--- config.mk ---
export PLATFORM = sky130hd
export DESIGN_NAME = instr_fetch
export DESIGN_NICKNAME = d
export VERILOG_FILES = /design/src/rtl/riscv_pkg.sv /design/src/rtl/fetch_fifo.sv /design/src/rtl/instr_fetch.sv
export SDC_FILE = /design/constraint.sdc
export NUM_CORES = 1
export LEC_CHECK = 0
export BUFFER_PORTS_ARGS = -buffer_cell sky130_fd_sc_hd__buf_2
export CAP_MARGIN = 20
export CORE_MARGIN = 1
export CORE_UTILIZATION = 45
export DETAILED_ROUTE_END_ITERATION = 7
export MAX_ROUTING_LAYER = met4
export PLACE_DENSITY_LB_ADDON = 0.08
export SLEW_MARGIN = 20
export SYNTH_ARGS = -nofsm -noshare
export SYNTH_HDL_FRONTEND = slang
export SYNTH_HIERARCHICAL = 1
export SYNTH_SLANG_ARGS = --single-unit
--- constraint.sdc ---
create_clock -name clk -period 10.3 [get_ports clk]
set_input_delay 0.515 -clock clk [delete_from_list [all_inputs] [get_ports clk]]
set_output_delay 0.515 -clock clk [all_outputs]
set_load 0.005 [all_outputs]
--- src/rtl/riscv_pkg.sv ---
// Shared RISC-V core definitions: fetch queue sizing, the canonical NOP and
// the fetch-queue payload, plus field helpers used by the decode path.
package riscv_pkg;

  localparam int          FETCH_DEPTH = 4;
  localparam logic [31:0] NOP_INSTR   = 32'h0000_0013;  // addi x0, x0, 0

  // One fetched instruction together with the address it came from.
  typedef struct packed {
    logic [31:0] pc;
    logic [31:0] instr;
  } fetch_entry_t;

  // Field extraction for the decode stage fed by instr_fetch.
  function automatic logic [6:0] instr_opcode(input logic [31:0] instr);
    return instr[6:0];
  endfunction

  function automatic logic [4:0] instr_rd(input logic [31:0] instr);
    return instr[11:7];
  endfunction

  function automatic logic [2:0] instr_funct3(input logic [31:0] instr);
    return instr[14:12];
  endfunction

  function automatic logic [4:0] instr_rs1(input logic [31:0] instr);
    return instr[19:15];
  endfunction

  function automatic logic [4:0] instr_rs2(input logic [31:0] instr);
    return instr[24:20];
  endfunction

  function automatic logic [6:0] instr_funct7(input logic [31:0] instr);
    return instr[31:25];
  endfunction

endpackage

--- src/rtl/fetch_fifo.sv ---
// Instruction queue between fetch and decode. Power-of-two depth so the
// pointers wrap naturally; flush empties the queue in one cycle. The head
// entry is read straight from the storage array so decode sees it in the
// same cycle it becomes valid.
module fetch_fifo
  import riscv_pkg::*;
#(
  parameter int  DEPTH = FETCH_DEPTH,
  localparam int AW    = $clog2(DEPTH),
  localparam int CW    = $clog2(DEPTH) + 1
) (
  input  logic         clk,
  input  logic         rst_n,
  input  logic         flush,
  input  logic         push,
  input  fetch_entry_t push_entry,
  input  logic         pop,
  output fetch_entry_t head_entry,
  output logic [CW-1:0] count,
  output logic         full,
  output logic         empty
);

  fetch_entry_t  slot_q [DEPTH];
  logic [AW-1:0] wr_ptr_q, wr_ptr_d;
  logic [AW-1:0] rd_ptr_q, rd_ptr_d;
  logic [CW-1:0] count_q, count_d;
  logic          do_push;
  logic          do_pop;

  assign full       = (count_q == CW'(DEPTH));
  assign empty      = (count_q == '0);
  assign count      = count_q;
  assign head_entry = slot_q[rd_ptr_q];

  // Pointer and occupancy update; flush wins over any push/pop.
  always_comb begin
    wr_ptr_d = wr_ptr_q;
    rd_ptr_d = rd_ptr_q;
    count_d  = count_q;
    do_push  = push && !full;
    do_pop   = pop && !empty;
    if (flush) begin
      wr_ptr_d = '0;
      rd_ptr_d = '0;
      count_d  = '0;
    end else begin
      if (do_push) wr_ptr_d = wr_ptr_q + 1'b1;
      if (do_pop)  rd_ptr_d = rd_ptr_q + 1'b1;
      case ({do_push, do_pop})
        2'b10:   count_d = count_q + 1'b1;
        2'b01:   count_d = count_q - 1'b1;
        default: count_d = count_q;
      endcase
    end
  end

  // Control registers with synchronous active-low reset.
  always_ff @(posedge clk) begin
    if (!rst_n) begin
      wr_ptr_q <= '0;
      rd_ptr_q <= '0;
      count_q  <= '0;
    end else begin
      wr_ptr_q <= wr_ptr_d;
      rd_ptr_q <= rd_ptr_d;
      count_q  <= count_d;
    end
  end

  // Payload storage; contents are don't-care while the slot is empty.
  always_ff @(posedge clk) begin
    if (rst_n && do_push && !flush) begin
      slot_q[wr_ptr_q] <= push_entry;
    end
  end

endmodule

--- src/rtl/instr_fetch.sv ---
// Instruction fetch front end. Issues sequential word fetches to an in-order
// instruction memory, queues returned words with their PCs for decode, and
// handles redirects by flushing the queue and dropping responses that belong
// to requests issued before the redirect.
module instr_fetch
  import riscv_pkg::*;
#(
  parameter logic [31:0] RESET_PC = 32'h0000_0000,
  parameter int          DEPTH    = FETCH_DEPTH
) (
  input  logic        clk,
  input  logic        rst_n,
  output logic        imem_req_valid,
  output logic [31:0] imem_req_addr,
  input  logic        imem_req_ready,
  input  logic        imem_rsp_valid,
  input  logic [31:0] imem_rsp_data,
  input  logic        redirect_valid,
  input  logic [31:0] redirect_pc,
  output logic        dec_valid,
  output logic [31:0] dec_instr,
  output logic [31:0] dec_pc,
  input  logic        dec_ready
);

  localparam int          CW               = $clog2(DEPTH) + 1;
  localparam logic [31:0] RESET_PC_ALIGNED = {RESET_PC[31:2], 2'b00};

  // fetch_pc: address of the next request. rsp_pc: address belonging to the
  // next response that will be kept. Between redirects requests are strictly
  // sequential, so a single head-PC register replaces a PC tag FIFO.
  logic [31:0]   fetch_pc_q, fetch_pc_d;
  logic [31:0]   rsp_pc_q, rsp_pc_d;
  logic [CW-1:0] outst_q, outst_d;
  logic [CW-1:0] drop_q, drop_d;

  logic [CW-1:0] q_count;
  logic          q_full;
  logic          q_empty;
  logic          q_push;
  logic          q_flush;
  fetch_entry_t  push_entry;
  fetch_entry_t  head_entry;
  logic [CW:0]   occupancy;
  logic          req_fire;

  // Request gating: queue slots already reserved by held entries plus
  // in-flight requests must leave room for one more response.
  always_comb begin
    occupancy      = {1'b0, q_count} + {1'b0, outst_q};
    imem_req_valid = rst_n && !redirect_valid && !q_full &&
                     (occupancy < (CW + 1)'(DEPTH));
    imem_req_addr  = fetch_pc_q;
    req_fire       = imem_req_valid && imem_req_ready;
  end

  // Next-state for PCs, outstanding count and drop counter.
  always_comb begin
    fetch_pc_d = fetch_pc_q;
    rsp_pc_d   = rsp_pc_q;
    outst_d    = outst_q;
    drop_d     = drop_q;
    q_push     = 1'b0;
    q_flush    = 1'b0;
    push_entry = '{pc: rsp_pc_q, instr: imem_rsp_data};

    if (req_fire) fetch_pc_d = fetch_pc_q + 32'd4;

    if (req_fire && !(imem_rsp_valid && outst_q != '0)) begin
      outst_d = outst_q + 1'b1;
    end else if (!req_fire && imem_rsp_valid && outst_q != '0) begin
      outst_d = outst_q - 1'b1;
    end

    if (redirect_valid) begin
      // No request fires this cycle, so outst_d is exactly the set of
      // responses still to come, all of which are now stale. Any response
      // arriving this cycle is discarded without touching the queue.
      fetch_pc_d = {redirect_pc[31:2], 2'b00};
      rsp_pc_d   = {redirect_pc[31:2], 2'b00};
      drop_d     = outst_d;
      q_flush    = 1'b1;
    end else if (imem_rsp_valid) begin
      if (drop_q != '0) begin
        drop_d = drop_q - 1'b1;
      end else begin
        q_push   = 1'b1;
        rsp_pc_d = rsp_pc_q + 32'd4;
      end
    end
  end

  // State registers with synchronous active-low reset.
  always_ff @(posedge clk) begin
    if (!rst_n) begin
      fetch_pc_q <= RESET_PC_ALIGNED;
      rsp_pc_q   <= RESET_PC_ALIGNED;
      outst_q    <= '0;
      drop_q     <= '0;
    end else begin
      fetch_pc_q <= fetch_pc_d;
      rsp_pc_q   <= rsp_pc_d;
      outst_q    <= outst_d;
      drop_q     <= drop_d;
    end
  end

  fetch_fifo #(
    .DEPTH (DEPTH)
  ) u_queue (
    .clk        (clk),
    .rst_n      (rst_n),
    .flush      (q_flush),
    .push       (q_push),
    .push_entry (push_entry),
    .pop        (dec_ready),
    .head_entry (head_entry),
    .count      (q_count),
    .full       (q_full),
    .empty      (q_empty)
  );

  // Decode view of the queue head; an empty queue shows a NOP at the PC
  // that the next kept instruction will carry.
  always_comb begin
    dec_valid = !q_empty;
    dec_instr = q_empty ? NOP_INSTR : head_entry.instr;
    dec_pc    = q_empty ? rsp_pc_q  : head_entry.pc;
  end

endmodule
## Word level (Yosys, flattened, before mapping)

Memories as Yosys holds them, arrays and structs flattened. A register that Yosys moved wholly into a read port is not among the register bits.
Cells that the tools add are included.

- Output and inout port bits: 98
- Bits in read-only memories: 0
- Word-level logic and storage cells: 78
- Register bits: 77
- Memories: 1
- Bits in latches: 0
- Bits in writable memories: 256
- Bits of input ports: 70

Memory list:

| name | words | bits a word | read ports | clocked after Yosys merged registers in | wr ports | RTL line | source |
|---|---|---|---|---|---|---|---|
| u_queue.slot_q | 4 | 64 | 1 | 1 | 1 | fetch_fifo.sv:24 | `fetch_entry_t slot_q [DEPTH];` |

- Multiply operators: 0
- Reduce and logical (&&, ||, !) cells: 30
- Equality and inequality tests: 4
- Bitwise logic cells: 2
- Div/mod/pow operators: 0
- Multiplexer cells: 21
- Add/sub/neg operators: 10
- Shift-type cells: 0
- Magnitude comparators: 1

Operator list:

| kind | count |
|---|---|
| 32-bit 2-to-1 mux | 7 |
| 32-bit by 3-bit adder with 32-bit output, second input constant | 2 |
| 3-bit 2-to-1 mux | 5 |
| 1-bit logical AND | 12 |
| 3-bit by 1-bit subtractor with 3-bit output, second input constant | 3 |
| 2-bit nonzero test | 4 |
| 3-bit by 1-bit adder with 3-bit output, second input constant | 2 |
| 1-bit zero test | 6 |
| 1-bit 2-to-1 mux | 6 |
| 3-bit case mux with 2 select lines | 1 |
| 2-bit AND reduction | 3 |
| 3-bit nonzero test | 2 |
| 2-bit by 1-bit adder with 2-bit output, second input constant | 2 |
| 3-bit by 3-bit adder with 4-bit output | 1 |
| 4-bit by 3-bit < comparator with 1-bit output, second input constant | 1 |
| 2-bit 2-to-1 mux | 2 |
| 2-bit OR reduction | 2 |
| 3-bit equality test, second input constant | 1 |
| 3-bit zero test | 1 |
| 2-bit by 1-bit equality test with 1-bit output, second input constant | 1 |
| 2-bit equality test, second input constant | 1 |
| 2-bit != test, second input constant | 1 |
| 1-bit inverter | 2 |

## Logic depth before layout (Yosys ltp)

Gate-level depths: netlist (run 1).

- Word-level depth: 11
- Depth in mapped cells: 13
- Depth with buffers taken out: 12

## Cells and area by module

The synthesis (run 1) kept the hierarchy.

Modules (own cells, without submodules):

| module | times used | cells an instance | area an instance (um^2) | seq. area each (um^2) |
|---|---|---|---|---|
| fetch_fifo | 1 | 388 | 9734.3 | 7867.5 |
| instr_fetch | 1 | 535 | 4244.1 | 1321.3 |

## Worst setup path before layout (run 1)

OpenSTA, ideal clock, no wires.

- Path type: input port to flip-flop
- From: in redirect_valid
- To: mem u_queue/slot_q[0][0] in the netlist's numbering, enable pin
- Path buffers: 2
- Data required time: 9.871 ns
- Arrival time: 2.851 ns
- Library setup time: 0.429 ns
- Cell stages on the path: 5
- Slack: 7.020 ns
- Path through: clkbuf_1 -> clkbuf_1 -> nor2_1 -> and2_4 -> and3_1

- Cells in the longest elaborated chain, start to end: 6
- Elaborated cells between the ends (all ways): 8
- Those cells by class: 4 x mux; 4 x reduce/logical

Ends and longest elaborated chain:

| item | RTL line | source |
|---|---|---|
| from (decl) | instr_fetch.sv:18 | `input logic redirect_valid,` |
| 1-bit 2-to-1 mux | instr_fetch.sv:75 | `if (redirect_valid) begin` |
| net q_push | instr_fetch.sv:40 | `logic q_push;` |
| 1-bit logical AND | fetch_fifo.sv:41 | `do_push = push && !full;` |
| 1-bit logical AND (2 in series) | fetch_fifo.sv:73 | `if (rst_n && do_push && !flush) begin` |
| 1-bit 2-to-1 mux | fetch_fifo.sv:73 |  |
| 1-bit 2-to-1 mux (not written as such) | fetch_fifo.sv:74 | `slot_q[wr_ptr_q] <= push_entry;` |
| to (decl) | fetch_fifo.sv:24 |  |

The timed path passes the listed nets, and every way through them passes these cells.

==> flow_summary.yaml, run 1 <==
status:
  status: "completed"
worst_setup_path:
  crit_path_end_kind: "primary output"
  crit_path_cell_trace: "buf_4 -> mux4_2 -> mux2_2 -> buf_2"
  worstPathMaxFanout: 37
  critPathArrivalTime_ps: 3010
  cp_num_buf_inv: 2
  required_ps: 9790
  worstSetupStartpointType: "flop"
  path_class: "flop to primary output"
  r2r-start: "drop_q[0]$_SDFFE_PN0P_"
  slowest_delay_ps: 850
  slowest_stage: "dfxtp_4"
  ff2ff_setup_slack_ps: 7320
  path_delay_family: "multiplexers"
  r2r_cells: 7
  r2r-end: "u_queue/slot_q[2][27]$_DFFE_PP_"
power:
  power_density_nw_per_um2: 190.2
  total_power_mw: 3.124
  p_leak_nw: 5.660
  ir_drop_mv: 0.08706
detailed_routing:
  wire_per_inst_um: 19.78
  via_per_inst: 5.522
  dr.pass1.iters: 5
  drt-initial-drc-count: 545
  drc: 0
  vias: 8405
  routed_wl_um: 30100
  ant_nets: 0
synthesis:
  synth-simple-area-share_pct: 9.452
  ys_ff_latch: 331
  synth_fa_ha_area_share_pct: 1.468
  synth_top_family_by_area: "multiplexers"
  async_reset_ff_share_pct: 0
  yosys.area_share.xor_xnor_pct: 2.632
  syn_area_per_cell_um2: 15.14
  synth_mux_area_share_pct: 12.80
  yosysWarningCount: 6
  synth_edf_count: 256
  ys_seq_area_share_pct: 65.74
  synth_compound_area_share_pct: 5.567
  synthCells: 923
  synthDistinctLibCells: 64
  synth_ff_type: "edfxtp_1"
  syn_area_um2: 13980
worst_hold_path:
  hp-class: "input port to flop"
  holdPathStages: 1
  min_to: "u_queue/slot_q[1][11]$_DFFE_PP_"
  hold_path_startpoint: "imem_rsp_data[11]"
timing:
  period_share_pct: 34.24
  timing.slew.headroom_pct: 29.19
  maxSlewViolCount: 0
  finalClockSkew_ps: 11.26
  hold_viol_final: 0
  worst_pin_slew_ps: 1062
  period_needed_ps: 3527
  setup_viol: 0
  fin_ws_ps: 6773
  grt_setup_unrepaired: "no"
  max_freq_mhz: 283.6
  fin_tns_setup_ps: 0
placed_design:
  gp_congestion: 0.8637
  io_buffers: 163
  dp_hpwl_um: 17780
  dp.cells: 1453
  place_ws_ps: 7146
global_route:
  overflow: 0
  grt_start_max_net_pins: 70
  first_global_vias: 8458
  grt_pass1_wl_um: 47290
  antenna_found_initial: 2
  grt_usage_pct: 19.94
clock_network:
  insertion_delay_ps: 510
  cts_root_buffer: "clkbuf_16"
  clkTransAtPathRegs_ps: 60
  cts-resized-gates: 0
  cts_hold_buf: 0
  cts-buffers-inserted: 37
  post_cts_buffers: 0
  htree_levels: 2
  clock-sinks: 331
  tritoncts: "yes"
  cts_buffer_depth: 3
floorplanning:
  ios: 168
  die_width_um: 178.2
  die_h_um: 178.2
  core_um2: 30590
  row_count: 64
  die_area_um2: 31770
  initial_core_util_pct: 45.70
cells_and_area:
  layout_common_cells: "edfxtp_1, buf_2, dfxtp_1"
  layout.cells.non_filler: 1522
  finalNetCount: 1181
  layout_commonest_cell: "edfxtp_1"
  post-route-util_pct: 53.69
  syn2layout_area_growth_pct: 17.48
  drive_above_1_share_pct: 30.07
flow_run:
  drv_cap: 0
[Yosys cell counts, types with 7 or more instances]
library cell  count  area (µm²)
a31oi_1          15       93.84
and3_1           11       68.82
nor2_1           29       108.9
dfxtp_1          75        1501
nor4_1            7       43.79
mux4_2           64        1441
ha_1             14       175.2
mux2_2           30       337.8
inv_1            21       78.83
xnor2_1          17       148.9
buf_2             7       35.03
nor3_1           16       80.08
o21ai_0          43       215.2
nand3_1          26       130.1
nand2_1          41       153.9
xor2_1           25       219.0
edfxtp_1        256        7687
clkbuf_1         27       101.4
a21oi_1          47       235.2
nor2b_1          33       206.5
nand4_1          32       200.2
[how the worst max path moves through the flow]
stage,startpoint,end,slack (ps),depth (start not counted)
after floorplan,redirect_valid,u_queue/slot_q[0][0]$_DFFE_PP_,7020,5
after CTS,flop,dec_pc[23],6600,4
after global routing,flop,dec_pc[23],6490,4
final,flop,dec_pc[23],6770,4
after detailed placement,flop,dec_pc[23],7150,4
after global placement,flop,dec_pc[23],7140,4
[sequential cells by signal (all words and copies together), names as in the netlist, named ones only]
signal,count
drop_q,3
imem_req_addr,30
outst_q,3
rsp_pc_q,30
u_queue/count,3
u_queue/rd_ptr_q,2
u_queue/slot_q,256
u_queue/wr_ptr_q,2
[layer usage]
| layer | part of all wire, % | vias to the layer above | GRT usage (%) | wire, µm |
|---|---|---|---|---|
| met1 | 46 | 4147 | 27.86 | 13960 |
| li1 | - | 3935 | - | - |
| met4 | 2.0 | 0 | 5.756 | 605 |
| met3 | 5.9 | 44 | 2.984 | 1761 |
| met5 | 0 | - | - | 0 |
| met2 | 46 | 279 | 30.40 | 13770 |
[per-stage QoR]
| stage | area, µm² | hold WS (ps) |
|---|---|---|
| final | 16420 | 217.5 |
| after global routing | 16420 | 209.3 |
| after CTS | 16420 | 192.3 |
| after detailed placement | 15170 | 485.6 |
| after global placement | 15170 | 462.7 |
| after floorplan | 14010 | 459.1 |
[area by class of cell]
| type | count | area [µm²] |
|---|---|---|
| fill | 2569 | 14170 |
| sequential | 331 | 9194 |
| multi-input combinational | 533 | 4526 |
| clock buffer | 46 | 980.9 |
| timing repair buffer | 171 | 875.8 |
| tap | 396 | 495.5 |
| clock inverter | 21 | 262.8 |
| inverter | 22 | 82.58 |
| antenna | 2 | 5.005 |
[worst reg2reg max path: cells and delay by family, from the launching register on]
| kind | cells | cell delay, ps |
|---|---|---|
| adders and majority gates | 1 | 210 |
| and+or+nand+nor | 4 | 1180 |
| buffers and inverters | 2 | 840 |
| DFF | 1 | 320 |
[power breakdown]
| group | total, mW | switching (mW) | internal (mW) | leakage [nW] |
|---|---|---|---|---|
| Clock | 1.34 | 0.509 | 0.828 | 0.602 |
| Combinational | 0.263 | 0.144 | 0.119 | 2.11 |
| Sequential | 1.52 | 0.0461 | 1.48 | 2.94 |
[cell families (layout without fill, tap and decap cells)]
| logic type | count (synthesis) | count (layout) |
|---|---|---|
| muxes | 95 | 95 |
| other | 1 | 12 |
| adders and majority gates | 16 | 16 |
| buffers and inverters | 68 | 260 |
| xor gates and xnor gates | 42 | 42 |
| and+or+nand+nor | 236 | 236 |
| DFF | 331 | 331 |
| AOI/OAI and AO/OA | 134 | 134 |
(Power assumes the default switching activity.)
==> run 2, diff against run 1 <==
==> constraint.sdc (replaced) <==
create_clock -name clk -period 3.52 [get_ports clk]
set_input_delay 0.176 -clock clk [delete_from_list [all_inputs] [get_ports clk]]
set_output_delay 0.176 -clock clk [all_outputs]
set_load 0.005 [all_outputs]
==> flow_summary.yaml, run 2 (synthesized netlist as in run 1, its figures left out) <==
status:
  status: "complete, but fails checks"
  violations: "hold timing"
placed_design:
  io_buffers: 163
  place_ws_ps: 663.5
  dp.cells: 1467
  gp_congestion: 0.8568
  dp_hpwl_um: 19130
power:
  power_density_nw_per_um2: 508.9
  clkPwrFrac_pct: 38.5
  power_frac_seq_pct: 51.8
  swShare_pct: 22.94
  intPower_mw: 6.631
  ir_drop_mv: 0.3187
  switchingPower_mw: 1.975
  p_leak_nw: 5.861
  share_comb_of_total_power_pct: 9.7
timing:
  worst_pin_slew_ps: 935.8
  maxSlewViolCount: 0
  fin_ws_ps: 660.5
  setup_viol: 0
  grt_setup_unrepaired: "no"
  holdWs_ps: -5.918
  timing.slew.headroom_pct: 37.61
  period_share_pct: 81.24
  finalClockSkew_ps: 26.57
  max_freq_mhz: 349.7
  hold_viol_final: 1
  period_needed_ps: 2859
  fin_tns_setup_ps: 0
global_route:
  antenna_found_initial: 0
  globalRouteMet1Util_pct: 27.59
  grt_pass1_wl_um: 47040
  top_usage_layer: "met2"
  overflow: 0
  grtUsageMet2_pct: 30.93
  grt_usage_pct: 19.89
  first_global_vias: 8457
  grt_start_max_net_pins: 69
  met3_usage_pct: 3.026
clock_network:
  cts_buffer_depth: 3
  clock-sinks: 331
  tritoncts: "yes"
  insertion_delay_ps: 520
  clkTransAtPathRegs_ps: 60
  cts-buffers-inserted: 36
  htree_levels: 2
  cts_root_buffer: "clkbuf_16"
  post_cts_buffers: 0
floorplanning:
  core_um2: 30590
  row_count: 64
  initial_core_util_pct: 45.70
  ios: 168
  die_width_um: 178.2
  die_area_um2: 31770
  die_h_um: 178.2
detailed_routing:
  routed_wl_um: 30200
  vias: 8689
  drc: 0
  via_per_inst: 5.503
  ant_nets: 0
  drt-initial-drc-count: 532
  dr.pass1.iters: 4
  wire_per_inst_um: 19.13
cells_and_area:
  syn2layout_area_growth_pct: 20.98
  layout_common_cells: "edfxtp_1, buf_2, dfxtp_1"
  layout_commonest_cell: "edfxtp_1"
  largest_reg_flops: 256
  drive_above_1_share_pct: 28.99
  regMostFlops: "u_queue/slot_q"
  finalNetCount: 1246
  layout.cells.non_filler: 1579
  n_antenna_cell: 0
worst_setup_path:
  crit_path_end_kind: "flop"
  slowest_delay_ps: 710
  path_class: "flop to flop"
  critPathArrivalTime_ps: 3300
  slowest_stage: "or4b_4"
  path_delay_family: "simple AND/OR/NAND/NOR gates"
  worstSetupStartpointType: "flop"
  required_ps: 3960
  cp_num_buf_inv: 1
  crit_path_cell_trace: "or3b_4 -> inv_1 -> or4_4 -> or4b_4 -> or4_1 -> and2_1 -> a21oi_1"
  worstPathMaxFanout: 22
flow_run:
  drv_cap: 0
worst_hold_path:
  hp-class: "input port to flop"
==> run 2: cell count changes in the layout (fill, tap and decap cells not counted) <==
cell           delta
buf_12            +7
clkinv_2          -2
clkbuf_1          +6
buf_4             +7
bufinv_16         -6
clkbuf_8          +1
dlygate4sd3_1    +52
diode_2           -2
clkbuf_16         -2
clkinv_1          -4
==> run 2: what timing repair did <==
| item | in CTS | in global routing |
|---|---|---|
| resized for setup | 0 | 0 |
| hold buffers | 52 | 0 |
| hold endpoints to repair | 161 | 0 |
==> run 2: area by class of cell <==
class | count | area [µm²]
fill | 2555 | 13680
sequential | 331 | 9194
multi-input combinational | 533 | 4526
timing repair buffer | 237 | 1589
clock buffer | 51 | 967.2
tap | 396 | 495.5
inverter | 22 | 82.58
clock inverter | 9 | 57.56
==> run 2: routing by layer <==
metal | vias to the layer above | wire length (µm)
li1 | 4070 | -
met1 | 4314 | 14060
met2 | 255 | 14100
met3 | 50 | 1489
met4 | 0 | 551
met5 | - | 0
==> run 2: through the flow <==
stage	utilization (%)	total power [mW]	area [µm²]
2_1_floorplan	-	5.009	14010
3_3_place_gp	50.23	5.324	15370
3_5_place_dp	50.23	5.333	15370
4_1_cts	55.28	8.710	16910
5_1_grt	55.28	8.971	16910
6_report	55.28	8.606	16910
==> run 2: final timing paths <==
check	start	to	slack (ps)	depth (start not counted)
worst max-delay path	u_queue/count[0]$_SDFFE_PP0P_	imem_req_addr[20]$_SDFFE_PN0P_	660	7
worst min-delay path	redirect_pc[12]	rsp_pc_q[12]$_SDFFE_PN0P_	-6	3
worst max register to register	u_queue/count[0]$_SDFFE_PP0P_	imem_req_addr[20]$_SDFFE_PN0P_	660	7
worst min register to register	u_queue/rd_ptr_q[1]$_SDFFE_PP0P_	flop	480	2
==> run 2: worst register-to-register path: stages, from the launching register on <==
cell	delay (ps)
dfxtp_1	450
or3b_4	200
inv_1	40
or4_4	570
or4b_4	710
or4_1	550
and2_1	170
a21oi_1	110
==> run 2: power by group through the flow <==
stage | logic [mW] | clock network, mW | registers (mW)
finish | 0.834 | 3.32 | 4.45
CTS | 0.846 | 3.41 | 4.45
global placement | 0.788 | 0 | 4.54
floorplan | 0.516 | 0 | 4.49
detailed placement | 0.797 | 0 | 4.54
global route | 0.930 | 3.57 | 4.47
